$ cat src/rtl/inst_fetcher_pkg.sv
// ============================================================================
// inst_fetcher_pkg
// Shared fetch-stage types: FSM encodings, BHT sizing and counter helpers.
// Revision: 1.0
// ============================================================================
`default_nettype none

package inst_fetcher_pkg;

  typedef enum logic [1:0] {
    ST_FETCH   = 2'd0,
    ST_READY   = 2'd1,
    ST_DISCARD = 2'd2
  } fetch_state_t;

  localparam int         c_bht_bits_default = 6;
  localparam logic [1:0] c_bht_cnt_reset    = 2'b01;

  function automatic logic [1:0] bht_next(input logic [1:0] cnt, input logic taken);
    if (taken) return (cnt == 2'b11) ? cnt : cnt + 2'd1;
    else       return (cnt == 2'b00) ? cnt : cnt - 2'd1;
  endfunction

endpackage

`default_nettype wire

$ cat src/rtl/branch_predictor.sv
// ============================================================================
// branch_predictor
// Branch history table of 2-bit saturating counters, one read and one update port.
// Revision: 1.0
// ============================================================================
`default_nettype none

module branch_predictor
  import inst_fetcher_pkg::*;
#(
  parameter int BHT_BITS = c_bht_bits_default
) (
  input  logic                clk_in,
  input  logic                rst_in,
  input  logic                rdy_in,
  input  logic [BHT_BITS-1:0] rd_idx,
  output logic                rd_taken,
  input  logic                upd_valid,
  input  logic [BHT_BITS-1:0] upd_idx,
  input  logic                upd_taken
);

  localparam int c_entries = 1 << BHT_BITS;

  logic [1:0] r_bht [c_entries];

  always_ff @(posedge clk_in or negedge rst_in) begin
    if (!rst_in) begin
      for (int i = 0; i < c_entries; i++) r_bht[i] <= c_bht_cnt_reset;
    end else if (rdy_in && upd_valid) begin
      r_bht[upd_idx] <= bht_next(r_bht[upd_idx], upd_taken);
    end
  end

  // Read comes straight from the registers, so a same-cycle update is not yet visible.
  assign rd_taken = r_bht[rd_idx][1];

endmodule

`default_nettype wire

$ cat src/rtl/inst_fetcher.sv
// ============================================================================
// inst_fetcher
// Single-outstanding instruction fetch FSM with flush handling and BHT prediction.
// Revision: 1.0
// ============================================================================
`default_nettype none

module inst_fetcher
  import inst_fetcher_pkg::*;
#(
  parameter logic [31:0] RESET_PC = 32'h0,
  parameter int          BHT_BITS = c_bht_bits_default
) (
  input  logic        clk_in,
  input  logic        rst_in,
  input  logic        rdy_in,
  output logic        mem_req_valid,
  output logic [31:0] mem_req_addr,
  input  logic        mem_resp_valid,
  input  logic [31:0] mem_resp_data,
  output logic        fetch_ready,
  output logic [31:0] inst,
  output logic [31:0] pc,
  output logic        pred_res,
  input  logic        issue_ready,
  input  logic        pc_change_flag,
  input  logic [31:0] pc_change_value,
  input  logic        rob_flush,
  input  logic [31:0] rob_flush_pc,
  input  logic        br_update_valid,
  input  logic [31:0] br_update_pc,
  input  logic        br_update_taken
);

  fetch_state_t r_state, w_state_next;
  logic [31:0]  r_fetch_pc, w_fetch_pc_next;
  logic [31:0]  r_pc, w_pc_next;
  logic [31:0]  r_inst, w_inst_next;
  logic         w_unused_upd_bits;

  always_ff @(posedge clk_in or negedge rst_in) begin
    if (!rst_in) begin
      r_state    <= ST_FETCH;
      r_fetch_pc <= RESET_PC;
      r_pc       <= RESET_PC;
      r_inst     <= 32'h0;
    end else if (rdy_in) begin
      r_state    <= w_state_next;
      r_fetch_pc <= w_fetch_pc_next;
      r_pc       <= w_pc_next;
      r_inst     <= w_inst_next;
    end
  end

  always_comb begin
    w_state_next    = r_state;
    w_fetch_pc_next = r_fetch_pc;
    w_pc_next       = r_pc;
    w_inst_next     = r_inst;
    case (r_state)
      ST_FETCH: begin
        if (rob_flush) begin
          // A response landing with the flush is stale and already consumed.
          w_fetch_pc_next = rob_flush_pc;
          w_state_next    = mem_resp_valid ? ST_FETCH : ST_DISCARD;
        end else if (mem_resp_valid) begin
          w_inst_next  = mem_resp_data;
          w_pc_next    = r_fetch_pc;
          w_state_next = ST_READY;
        end
      end
      ST_READY: begin
        if (rob_flush) begin
          w_fetch_pc_next = rob_flush_pc;
          w_state_next    = ST_FETCH;
        end else if (issue_ready) begin
          w_fetch_pc_next = pc_change_flag ? pc_change_value : r_pc + 32'd4;
          w_state_next    = ST_FETCH;
        end
      end
      ST_DISCARD: begin
        if (rob_flush) w_fetch_pc_next = rob_flush_pc;
        if (mem_resp_valid) w_state_next = ST_FETCH;
      end
      default: w_state_next = ST_FETCH;
    endcase
  end

  assign mem_req_valid = (r_state == ST_FETCH);
  assign mem_req_addr  = r_fetch_pc;
  assign fetch_ready   = (r_state == ST_READY);
  assign inst          = r_inst;
  assign pc            = r_pc;

  assign w_unused_upd_bits = ^{br_update_pc[31:BHT_BITS+2], br_update_pc[1:0]};

  branch_predictor #(
    .BHT_BITS (BHT_BITS)
  ) u_bp (
    .clk_in    (clk_in),
    .rst_in    (rst_in),
    .rdy_in    (rdy_in),
    .rd_idx    (r_pc[BHT_BITS+1:2]),
    .rd_taken  (pred_res),
    .upd_valid (br_update_valid),
    .upd_idx   (br_update_pc[BHT_BITS+1:2]),
    .upd_taken (br_update_taken)
  );

endmodule

`default_nettype wire

$ cat config.mk
export PLATFORM = sky130hd
export DESIGN_NAME = inst_fetcher
export DESIGN_NICKNAME = d
export VERILOG_FILES = /design/src/rtl/inst_fetcher_pkg.sv /design/src/rtl/branch_predictor.sv /design/src/rtl/inst_fetcher.sv
export SDC_FILE = /design/constraint.sdc
export NUM_CORES = 1
export LEC_CHECK = 0
export CORE_ASPECT_RATIO = 0.9
export CORE_MARGIN = 5
export CORE_UTILIZATION = 54
export CTS_BUF_LIST = sky130_fd_sc_hd__clkbuf_4
export CTS_CLUSTER_SIZE = 28
export DETAILED_ROUTE_END_ITERATION = 6
export PLACE_DENSITY_LB_ADDON = 0.1
export SLEW_MARGIN = 10
export SYNTH_ARGS = -nofsm -noshare
export SYNTH_HDL_FRONTEND = slang
export SYNTH_SLANG_ARGS = --single-unit
$ cat constraint.sdc
create_clock -name clk_in -period 4.7 [get_ports clk_in]
set_input_delay 1.41 -clock clk_in [delete_from_list [all_inputs] [get_ports clk_in]]
set_output_delay 1.41 -clock clk_in [all_outputs]
set_load 0.03 [all_outputs]
==> impl_metrics.py, run 1 <==
metrics = {
    "run_status": {
        "status": "completed",
    },
    "cts": {
        "clk_pin_slew_ns": 0.07,
        "cts_buffer_depth": 3,
        "numCtsBuffers": 58,
        "cts_resized": 1,
        "ctsHoldBuffers": 0,
        "clock_latency_ns": 0.69,
        "htree_levels": 2,
        "cts.root.buffer_cell": "clkbuf_4",
        "cts_sinks": 226,
        "post_cts_buffers": 0,
        "cts_tree": "yes",
    },
    "detailed_routing": {
        "wl_per_cell_um": 20.9,
        "vias_per_cell": 5.95,
        "drc_errors": 0,
        "drtPass1Iterations": 5,
        "num_vias": 10200,
        "routed_wl_um": 35700,
        "drt_first_iter_violations": 891,
        "antenna_left": 0,
    },
    "global_routing": {
        "grt.total_usage_pct": 27.6,
        "grt_pass1_wl_um": 55500,
        "antenna_found_initial": 1,
        "grt_max_degree": 112,
        "overflow": 0,
        "grt_pass1_vias": 10000,
    },
    "critical_path": {
        "worstPathRequired_ns": 3.29,
        "worstPathMaxFanout": 16,
        "ff2ff_path_depth": 8,
        "reg2reg_from": "pc[3]$_DFFE_PN0P_",
        "crit_arrival_ns": 3.17,
        "startpoint_type": "flip-flop",
        "reg2reg_to": "mem_req_addr[20]$_DFFE_PN0P_",
        "endpoint_kind": "primary output",
        "critical_path_class": "reg -> out",
        "regToRegSetupSlack_ns": 1.76,
    },
    "placed_design": {
        "place_congestion": 0.908,
        "portBuffers": 209,
        "dpl_cell_area_sq_mm": 0.0147,
        "dp_slack_ns": 0.166,
        "place_inst": 1602,
        "place_hpwl_um": 24700,
    },
    "die": {
        "start_util_pct": 55.2,
        "fp-row-count": 51,
        "core_sq_mm": 0.0218,
        "die_w_um": 167,
        "chipHeight_um": 151,
        "io_pins": 236,
        "die_area_sq_mm": 0.0253,
    },
    "pwr": {
        "leakage_nw": 6.25,
        "power_switching_mw": 2.49,
        "pwr-share-seq_pct": 39.4,
        "power_density_mw_per_mm2": 447,
        "power.internal_mw": 4.41,
        "clockPowerShare_pct": 25.9,
        "ir_drop_uv": 312,
        "power.total_mw": 6.90,
        "swShare_pct": 36.1,
        "combPwrFrac_pct": 34.7,
    },
    "logic_synthesis": {
        "synth_top_family_by_area": "compound AO/OA/AOI/OAI gates",
        "syn-num-nets": 1266,
        "yosys.area_share.simple_pct": 14.1,
        "async_reset_ff_share_pct": 100,
        "ys.flop_type": "dfrtp_1",
        "synth_xor_area_share_pct": 1.97,
        "ys_seq_elements": 226,
        "synth_mux_area_share_pct": 14.1,
        "synth_compound_area_share_pct": 18.1,
        "seq_area_frac_synth_pct": 47.8,
        "synth.distinct_cells": 58,
        "syn_avg_cell_area_sq_um": 10.6,
        "synth_edf_count": 0,
        "synth_fa_ha_area_share_pct": 0.104,
        "ys_warn_count": 0,
        "syn_area_sq_mm": 0.0120,
        "postSynthCellCount": 1128,
    },
    "sta": {
        "fin_crit_sh_pct": 97.5,
        "slew_violations": 0,
        "finalHoldViolCount": 0,
        "max_freq_ghz": 0.218,
        "layout_setup_ws_ns": 0.119,
        "tns_ns": 0,
        "clock_skew_ns": 0.0333,
        "setup_viol": 0,
        "rsz0062_at_grt": "no",
        "tightest_slew_ns": 0.966,
        "fin_crit_ns": 4.58,
        "whs_ns": 0.473,
        "max_slew_margin_pct": 35.6,
    },
    "final_layout": {
        "instances_no_fill": 1712,
        "final_nets": 1509,
        "drive_above_1_share_pct": 28.1,
        "area_growth_pct": 28.8,
        "fillers": 1609,
        "fin_area_sq_mm": 0.0155,
        "final_util_pct": 71.0,
    },
    "worst_hold_path": {
        "hold_end": "u_bp.r_bht[20]$_DFFE_PN1P_",
        "hold_depth": 2,
        "hold_class": "reg -> reg",
        "hp-start": "u_bp.r_bht[20]$_DFFE_PN1P_",
    },
    "run": {
        "maxCapViolations": 0,
    },
}
==> cell usage in the layout (no fill, tap or decap), drive strengths merged, types with 35 or more instances in the layout <==
cell,count
nand2,259
clkdlybuf4s50,205
dfstp,64
o21ai,43
clkbuf,102
o31ai,129
nor2,42
buf,60
mux2,69
mux4,35
dfrtp,162
a21oi,41
==> cells in the mapped netlist (5+ instances only) <==
cell,n,share of area [%]
buf_6,10,0.94
nor3b_1,8,0.50
mux2i_1,13,1.1
o21ai_0,43,1.8
buf_2,24,1.0
nor2_1,41,1.3
nand2_1,259,8.1
dfrtp_1,162,34
dfstp_2,64,14
nand3_1,29,1.2
mux2_2,69,6.5
a221oi_1,5,0.36
and3_1,15,0.78
clkbuf_1,41,1.3
buf_1,7,0.22
o211ai_1,7,0.44
a22o_1,9,0.66
o31ai_2,54,5.6
xnor2_1,14,1.0
xor2_1,13,0.95
a22oi_1,11,0.69
inv_1,10,0.31
nor3_1,9,0.38
nand4_1,7,0.36
a31oi_1,6,0.31
o31ai_1,75,4.7
mux4_2,35,6.6
a21oi_1,40,1.7
nand3b_1,5,0.31
==> sequential cells by signal, summed over array words and instances (netlist names) <==
name          cells
mem_req_addr     32
inst             32
r_state           2
u_bp.r_bht      128
pc               32
==> critical path, stage by stage (launching register included) <==
cell	delay [ns]
dfrtp_2	0.47
buf_12	0.23
mux4_2	0.55
mux4_2	0.55
mux4_2	0.51
buf_4	0.18
==> routing by layer <==
metal | part of all wire [%] | track usage, % | up-vias
li1 | - | - | 4641
met1 | 43 | 39.0 | 5035
met2 | 46 | 42.4 | 434
met3 | 7.7 | 6.11 | 82
met4 | 3.5 | 10.2 | 0
met5 | 0 | 0 | -
==> power groups by stage <==
| stage | clock, mW | combinational [mW] | sequential, mW |
|---|---|---|---|
| after floorplan | 0 | 0.880 | 3.18 |
| after global placement | 0 | 2.37 | 2.72 |
| after detailed placement | 0 | 2.40 | 2.75 |
| after CTS | 1.83 | 2.41 | 2.71 |
| after global routing | 1.96 | 2.53 | 2.77 |
| final | 1.79 | 2.39 | 2.72 |
==> layout make-up <==
class / count / area, sq um / share of cell area [%]
Antenna cell: 1 / 2.50 / 0.0162
Clock buffer: 102 / 766 / 4.96
Clock inverter: 7 / 27.5 / 0.178
Inverter: 11 / 41.3 / 0.267
Multi-Input combinational cell: 809 / 5840 / 37.8
Sequential cell: 226 / 5740 / 37.1
Tap cell: 291 / 364 / 2.36
Timing Repair Buffer: 265 / 2680 / 17.3
==> cell families after synthesis <==
logic type | count (synthesis)
simple gates | 392
compound gates | 272
flops | 226
mux | 117
buf+inv | 93
xor+xnor | 27
fa+ha+maj | 1
==> worst max path at each step <==
stage	from	endpoint	slack, ns	depth (start not counted)
2_1_floorplan	pc[2]$_DFFE_PN0P_	pred_res	0.66	4
3_3_place_gp	br_update_pc[4]	u_bp.r_bht[20]$_DFFE_PN1P_	0.24	11
3_5_place_dp	br_update_pc[4]	u_bp.r_bht[84]$_DFFE_PN1P_	0.17	11
4_1_cts	pc[2]$_DFFE_PN0P_	pred_res	0.09	5
5_1_grt	pc[2]$_DFFE_PN0P_	pred_res	0.02	5
6_report	pc[2]$_DFFE_PN0P_	pred_res	0.12	5
Note: power is estimated with default switching activity, not from simulation.
==> run 2: changes to the inputs <==
--- a/config.mk
+++ b/config.mk
@@ -9,6 +9,7 @@
 export CORE_MARGIN = 5
 export CORE_UTILIZATION = 54
 export CTS_BUF_LIST = sky130_fd_sc_hd__clkbuf_4
+export CTS_CLUSTER_DIAMETER = 60
 export CTS_CLUSTER_SIZE = 28
 export DETAILED_ROUTE_END_ITERATION = 6
 export PLACE_DENSITY_LB_ADDON = 0.1
==> impl_metrics.py, run 2 (synthesis results as in run 1) <==
metrics = {
    "global_routing": {
        "grt.total_usage_pct": 27.0,
        "grt_pass1_wl_um": 54400,
        "overflow": 0,
        "grt_pass1_vias": 9584,
        "grt_max_degree": 112,
        "antenna_found_initial": 1,
    },
    "sta": {
        "clock_skew_ns": 0.0640,
        "rsz0062_at_grt": "no",
        "tns_ns": 0,
        "tightest_slew_ns": 0.971,
        "max_freq_ghz": 0.222,
        "slew_violations": 0,
        "finalHoldViolCount": 0,
        "max_slew_margin_pct": 35.3,
        "fin_crit_ns": 4.51,
        "setup_viol": 0,
        "fin_crit_sh_pct": 95.9,
    },
    "detailed_routing": {
        "num_vias": 9802,
        "antenna_left": 0,
        "vias_per_cell": 5.99,
        "routed_wl_um": 35100,
        "drc_errors": 0,
        "drt_first_iter_violations": 811,
        "drtPass1Iterations": 5,
        "wl_per_cell_um": 21.5,
    },
    "final_layout": {
        "final_nets": 1471,
        "layout.cells.most_common": "nand2_1",
        "largest_reg_flops": 128,
        "final-seq-area_sq_mm": 0.00574,
        "final_util_pct": 68.9,
        "drive_above_1_share_pct": 24.5,
        "area_growth_pct": 24.9,
        "multiInputGateArea_sq_mm": 0.00584,
        "final_cell_mix": "nand2_1, clkdlybuf4s50_1, dfrtp_1, o31ai_1, mux2_2",
        "largest_register": "u_bp.r_bht",
        "fillers": 1658,
    },
    "critical_path": {
        "crit_arrival_ns": 3.10,
        "critical_path_class": "reg -> out",
        "startpoint_type": "flip-flop",
        "worstPathRequired_ns": 3.29,
        "worstPathMaxFanout": 16,
        "regToRegSetupSlack_ns": 1.73,
        "endpoint_kind": "primary output",
    },
    "cts": {
        "numCtsBuffers": 18,
        "cts.root.buffer_cell": "clkbuf_4",
        "cts_sinks": 226,
        "htree_levels": 1,
        "clock_latency_ns": 0.69,
        "ctsHoldBuffers": 0,
        "clk_pin_slew_ns": 0.20,
        "cts_tree": "yes",
        "cts_buffer_depth": 3,
    },
    "placed_design": {
        "portBuffers": 209,
        "place_congestion": 0.908,
        "place_hpwl_um": 24700,
    },
    "run_status": {
        "status": "completed",
    },
    "pwr": {
        "power_density_mw_per_mm2": 413,
        "ir_drop_uv": 321,
        "leakage_nw": 5.94,
    },
    "die": {
        "chipHeight_um": 151,
        "fp-row-count": 51,
        "die_area_sq_mm": 0.0253,
        "core_sq_mm": 0.0218,
        "start_util_pct": 55.2,
        "io_pins": 236,
        "die_w_um": 167,
    },
    "run": {
        "maxCapViolations": 0,
    },
    "worst_hold_path": {
        "hold_class": "reg -> reg",
    },
}
==> run 2: changes by cell type in the layout (fill, tap and decap cells not counted), sizes merged <==
cell,delta
bufinv,+1
clkinv,+1
clkinvlp,+1
inv,+3
buf,+2
clkbuf,-83
==> run 2: critical path, stage by stage, from the launching register on <==
cell     delay [ns]
dfrtp_2        0.45
buf_12         0.21
mux4_2         0.55
mux4_2         0.54
mux4_2         0.50
buf_4          0.18
==> run 2: path summary, 6_finish.rpt <==
kind                                             from  cells after the start                           end
hold reg to reg            u_bp.r_bht[20]$_DFFE_PN1P_                      2    u_bp.r_bht[20]$_DFFE_PN1P_
max in group asynchronous                      rst_in                      2            pc[12]$_DFFE_PN0P_
setup reg to reg                    pc[3]$_DFFE_PN0P_                      8  mem_req_addr[20]$_DFFE_PN0P_
min in group asynchronous                      rst_in                      1    u_bp.r_bht[77]$_DFFE_PN0P_
setup / recovery                    pc[2]$_DFFE_PN0P_                      5                      pred_res
hold / removal             u_bp.r_bht[20]$_DFFE_PN1P_                      2    u_bp.r_bht[20]$_DFFE_PN1P_
==> run 2: metrics by stage <==
| step | hold WS, ns | cell area, sq um | power (mW) | std cells | setup slack [ns] |
|---|---|---|---|---|---|
| after floorplan | 0.450 | 12000 | 4.06 | 1128 | 0.656 |
| after global placement | 0.460 | 14700 | 5.09 | 1602 | 0.245 |
| after detailed placement | 0.464 | 14700 | 5.14 | 1602 | 0.166 |
| after CTS | 0.488 | 15000 | 6.21 | 1634 | 0.0690 |
| after global routing | 0.509 | 15000 | 6.50 | 1637 | 0.0654 |
| final | 0.487 | 15000 | 6.19 | 1637 | 0.192 |
==> run 2: layer usage <==
layer  GRT usage (%)  routed length (um)
met5               0                   0
met4            7.99                1180
met3            5.06                2490
met2            42.2               16100
met1            38.8               15300
==> run 2: cell type report <==
class	instances	area share [%]
Multi-Input combinational cell	809	38.9
Clock inverter	13	1.17
Inverter	11	0.275
Sequential cell	226	38.3
Timing Repair Buffer	267	18.0
Antenna cell	1	0.0167
Tap cell	291	2.43
Clock buffer	19	0.951
==> run 2: repair_timing <==
item	in CTS	in global routing
setup endpoints to repair	1	1
buffers inserted	0	2
gates resized for setup	1	0
==> run 2: where the power goes <==
part | switching (mW) | internal (mW) | total [mW]
Combinational | 1.31 | 1.10 | 2.41
Sequential | 0.367 | 2.34 | 2.71
Clock | 0.754 | 0.311 | 1.06
==> run 3: changes to the inputs <==
--- a/config.mk
+++ b/config.mk
@@ -5,9 +5,11 @@
 export SDC_FILE = /design/constraint.sdc
 export NUM_CORES = 1
 export LEC_CHECK = 0
+export CELL_PAD_IN_SITES_DETAIL_PLACEMENT = 1
+export CELL_PAD_IN_SITES_GLOBAL_PLACEMENT = 1
 export CORE_ASPECT_RATIO = 0.9
 export CORE_MARGIN = 5
-export CORE_UTILIZATION = 54
+export CORE_UTILIZATION = 39
 export CTS_BUF_LIST = sky130_fd_sc_hd__clkbuf_4
 export CTS_CLUSTER_DIAMETER = 60
 export CTS_CLUSTER_SIZE = 28
==> impl_metrics.py, run 3 (synthesis results as in run 1) <==
metrics = {
    "run_status": {
        "status": "completed",
    },
    "detailed_routing": {
        "drc_errors": 0,
        "num_vias": 9920,
        "drtPass1Iterations": 5,
        "wl_per_cell_um": 23.1,
        "drt_first_iter_violations": 679,
        "vias_per_cell": 5.60,
        "antenna_left": 0,
        "routed_wl_um": 41000,
    },
    "global_routing": {
        "overflow": 0,
        "antenna_found_initial": 1,
        "grt_pass1_vias": 10400,
        "grt_max_degree": 99,
        "grt_pass1_wl_um": 63500,
        "grt.total_usage_pct": 23.3,
    },
    "final_layout": {
        "largest_reg_flops": 128,
        "drive_above_1_share_pct": 25.4,
        "final_nets": 1481,
        "area_growth_pct": 27.5,
        "final_cell_mix": "nand2_1, clkdlybuf4s50_1, dfrtp_1, o31ai_1, mux2_2",
        "largest_register": "u_bp.r_bht",
        "fillers": 3331,
        "layout.cells.most_common": "nand2_1",
    },
    "critical_path": {
        "cp-endpoint": "pred_res",
        "regToRegSetupSlack_ns": 1.45,
        "worstPathMaxFanout": 18,
        "worstPathRequired_ns": 3.29,
        "crit_arrival_ns": 3.19,
        "reg2reg_to": "mem_req_addr[20]$_DFFE_PN0P_",
        "critical_path_class": "reg -> out",
        "reg2reg_from": "pc[3]$_DFFE_PN0P_",
        "crit_path_start": "pc[3]$_DFFE_PN0P_",
        "startpoint_type": "flip-flop",
        "endpoint_kind": "primary output",
        "ff2ff_path_depth": 8,
    },
    "worst_hold_path": {
        "hold_class": "reg -> reg",
    },
    "placed_design": {
        "portBuffers": 209,
        "place_hpwl_um": 28800,
        "place_congestion": 0.836,
        "dp_slack_ns": 0.0957,
    },
    "run": {
        "maxCapViolations": 0,
    },
    "sta": {
        "finalHoldViolCount": 0,
        "clock_skew_ns": 0.0300,
        "max_freq_ghz": 0.217,
        "max_slew_margin_pct": 34.2,
        "tightest_slew_ns": 0.987,
        "fin_crit_sh_pct": 98.0,
        "slew_violations": 0,
        "rsz0062_at_grt": "no",
        "fin_crit_ns": 4.60,
        "layout_setup_ws_ns": 0.0963,
        "tns_ns": 0,
        "setup_viol": 0,
    },
    "pwr": {
        "pwr-share-seq_pct": 42.4,
        "combPwrFrac_pct": 37.0,
        "power_switching_mw": 2.59,
        "power.internal_mw": 3.89,
        "swShare_pct": 40.0,
        "power_density_mw_per_mm2": 424,
        "clockPowerShare_pct": 20.6,
        "ir_drop_uv": 305,
        "leakage_nw": 6.03,
    },
    "die": {
        "core_sq_mm": 0.0306,
        "die_area_sq_mm": 0.0344,
        "start_util_pct": 39.2,
        "chipHeight_um": 176,
        "io_pins": 236,
        "die_w_um": 195,
        "fp-row-count": 61,
    },
    "cts": {
        "htree_levels": 1,
        "clk_pin_slew_ns": 0.17,
        "cts_sinks": 226,
        "cts.root.buffer_cell": "clkbuf_4",
        "numCtsBuffers": 25,
        "ctsHoldBuffers": 0,
        "cts_tree": "yes",
        "clock_latency_ns": 0.74,
        "cts_buffer_depth": 3,
    },
}
run 3: changes by cell type in the layout (fill, tap and decap cells not counted), sizes merged:
cell / before / now
clkinvlp: 1 / 2
bufinv: 1 / 2
buf: 62 / 65
clkinv: 7 / 8
inv: 15 / 20
clkbuf: 19 / 25
run 3: metrics by stage:
step	area, sq um	power (mW)	util (%)	hold WS (ns)	std cells
floorplan	12000	4.06	-	0.450	1128
CTS	15300	6.57	50.0	0.485	1771
finish	15300	6.48	50.0	0.482	1772
global route	15300	6.82	50.0	0.498	1772
global placement	14800	5.15	48.5	0.460	1725
detailed placement	14800	5.19	48.5	0.465	1725
run 3: worst max-delay path, cell delays in order, from the launching register on:
cell and delay [ns]:
dfrtp_2 0.78, mux4_2 0.45, mux4_2 0.53, mux4_2 0.51, buf_4 0.19
run 3: repair_timing:
| item | CTS | global route |
|---|---|---|
| setup endpoints to repair | 1 | 1 |
| setup buffers | 0 | 0 |
| pin swaps | 0 | 0 |
| hold endpoints to repair | 0 | 0 |
| resized for setup | 1 | 1 |
run 3: worst min-delay path by stage:
stage | slack [ns] | depth (start not counted) | start | endpoint
after floorplan | 0.45 | 2 | u_bp.r_bht[0]$_DFFE_PN1P_ | u_bp.r_bht[0]$_DFFE_PN1P_
after global placement | 0.46 | 2 | u_bp.r_bht[40]$_DFFE_PN1P_ | u_bp.r_bht[40]$_DFFE_PN1P_
after detailed placement | 0.46 | 2 | u_bp.r_bht[82]$_DFFE_PN1P_ | u_bp.r_bht[82]$_DFFE_PN1P_
after CTS | 0.48 | 2 | u_bp.r_bht[82]$_DFFE_PN1P_ | u_bp.r_bht[82]$_DFFE_PN1P_
after global routing | 0.50 | 2 | u_bp.r_bht[106]$_DFFE_PN1P_ | u_bp.r_bht[106]$_DFFE_PN1P_
final | 0.48 | 2 | u_bp.r_bht[82]$_DFFE_PN1P_ | u_bp.r_bht[82]$_DFFE_PN1P_
run 3: layout make-up:
type,count,area (sq um),area share [%]
Inverter,11,41.3,0.270
Sequential cell,226,5740,37.5
Multi-Input combinational cell,809,5840,38.1
Antenna cell,1,2.50,0.0164
Timing Repair Buffer,270,2720,17.8
Clock inverter,21,268,1.75
Tap cell,409,512,3.34
Clock buffer,25,188,1.23
run 3: power groups by stage:
stage               combinational, mW  sequential, mW  clock, mW
floorplan                       0.880            3.18          0
global placement                 2.39            2.76          0
detailed placement               2.42            2.78          0
CTS                              2.42            2.74       1.40
global route                     2.55            2.80       1.46
finish                           2.40            2.75       1.34
run 3: metal layers:
metal  vias to the layer above  global-route usage [%]  part of all wire (%)
met5                         -                       0                     0
met4                         0                    5.53                   2.5
met3                        57                    4.92                   6.3
met2                       264                    37.4                    47
met1                      5049                    32.8                    44
li1                       4550                       -                     -
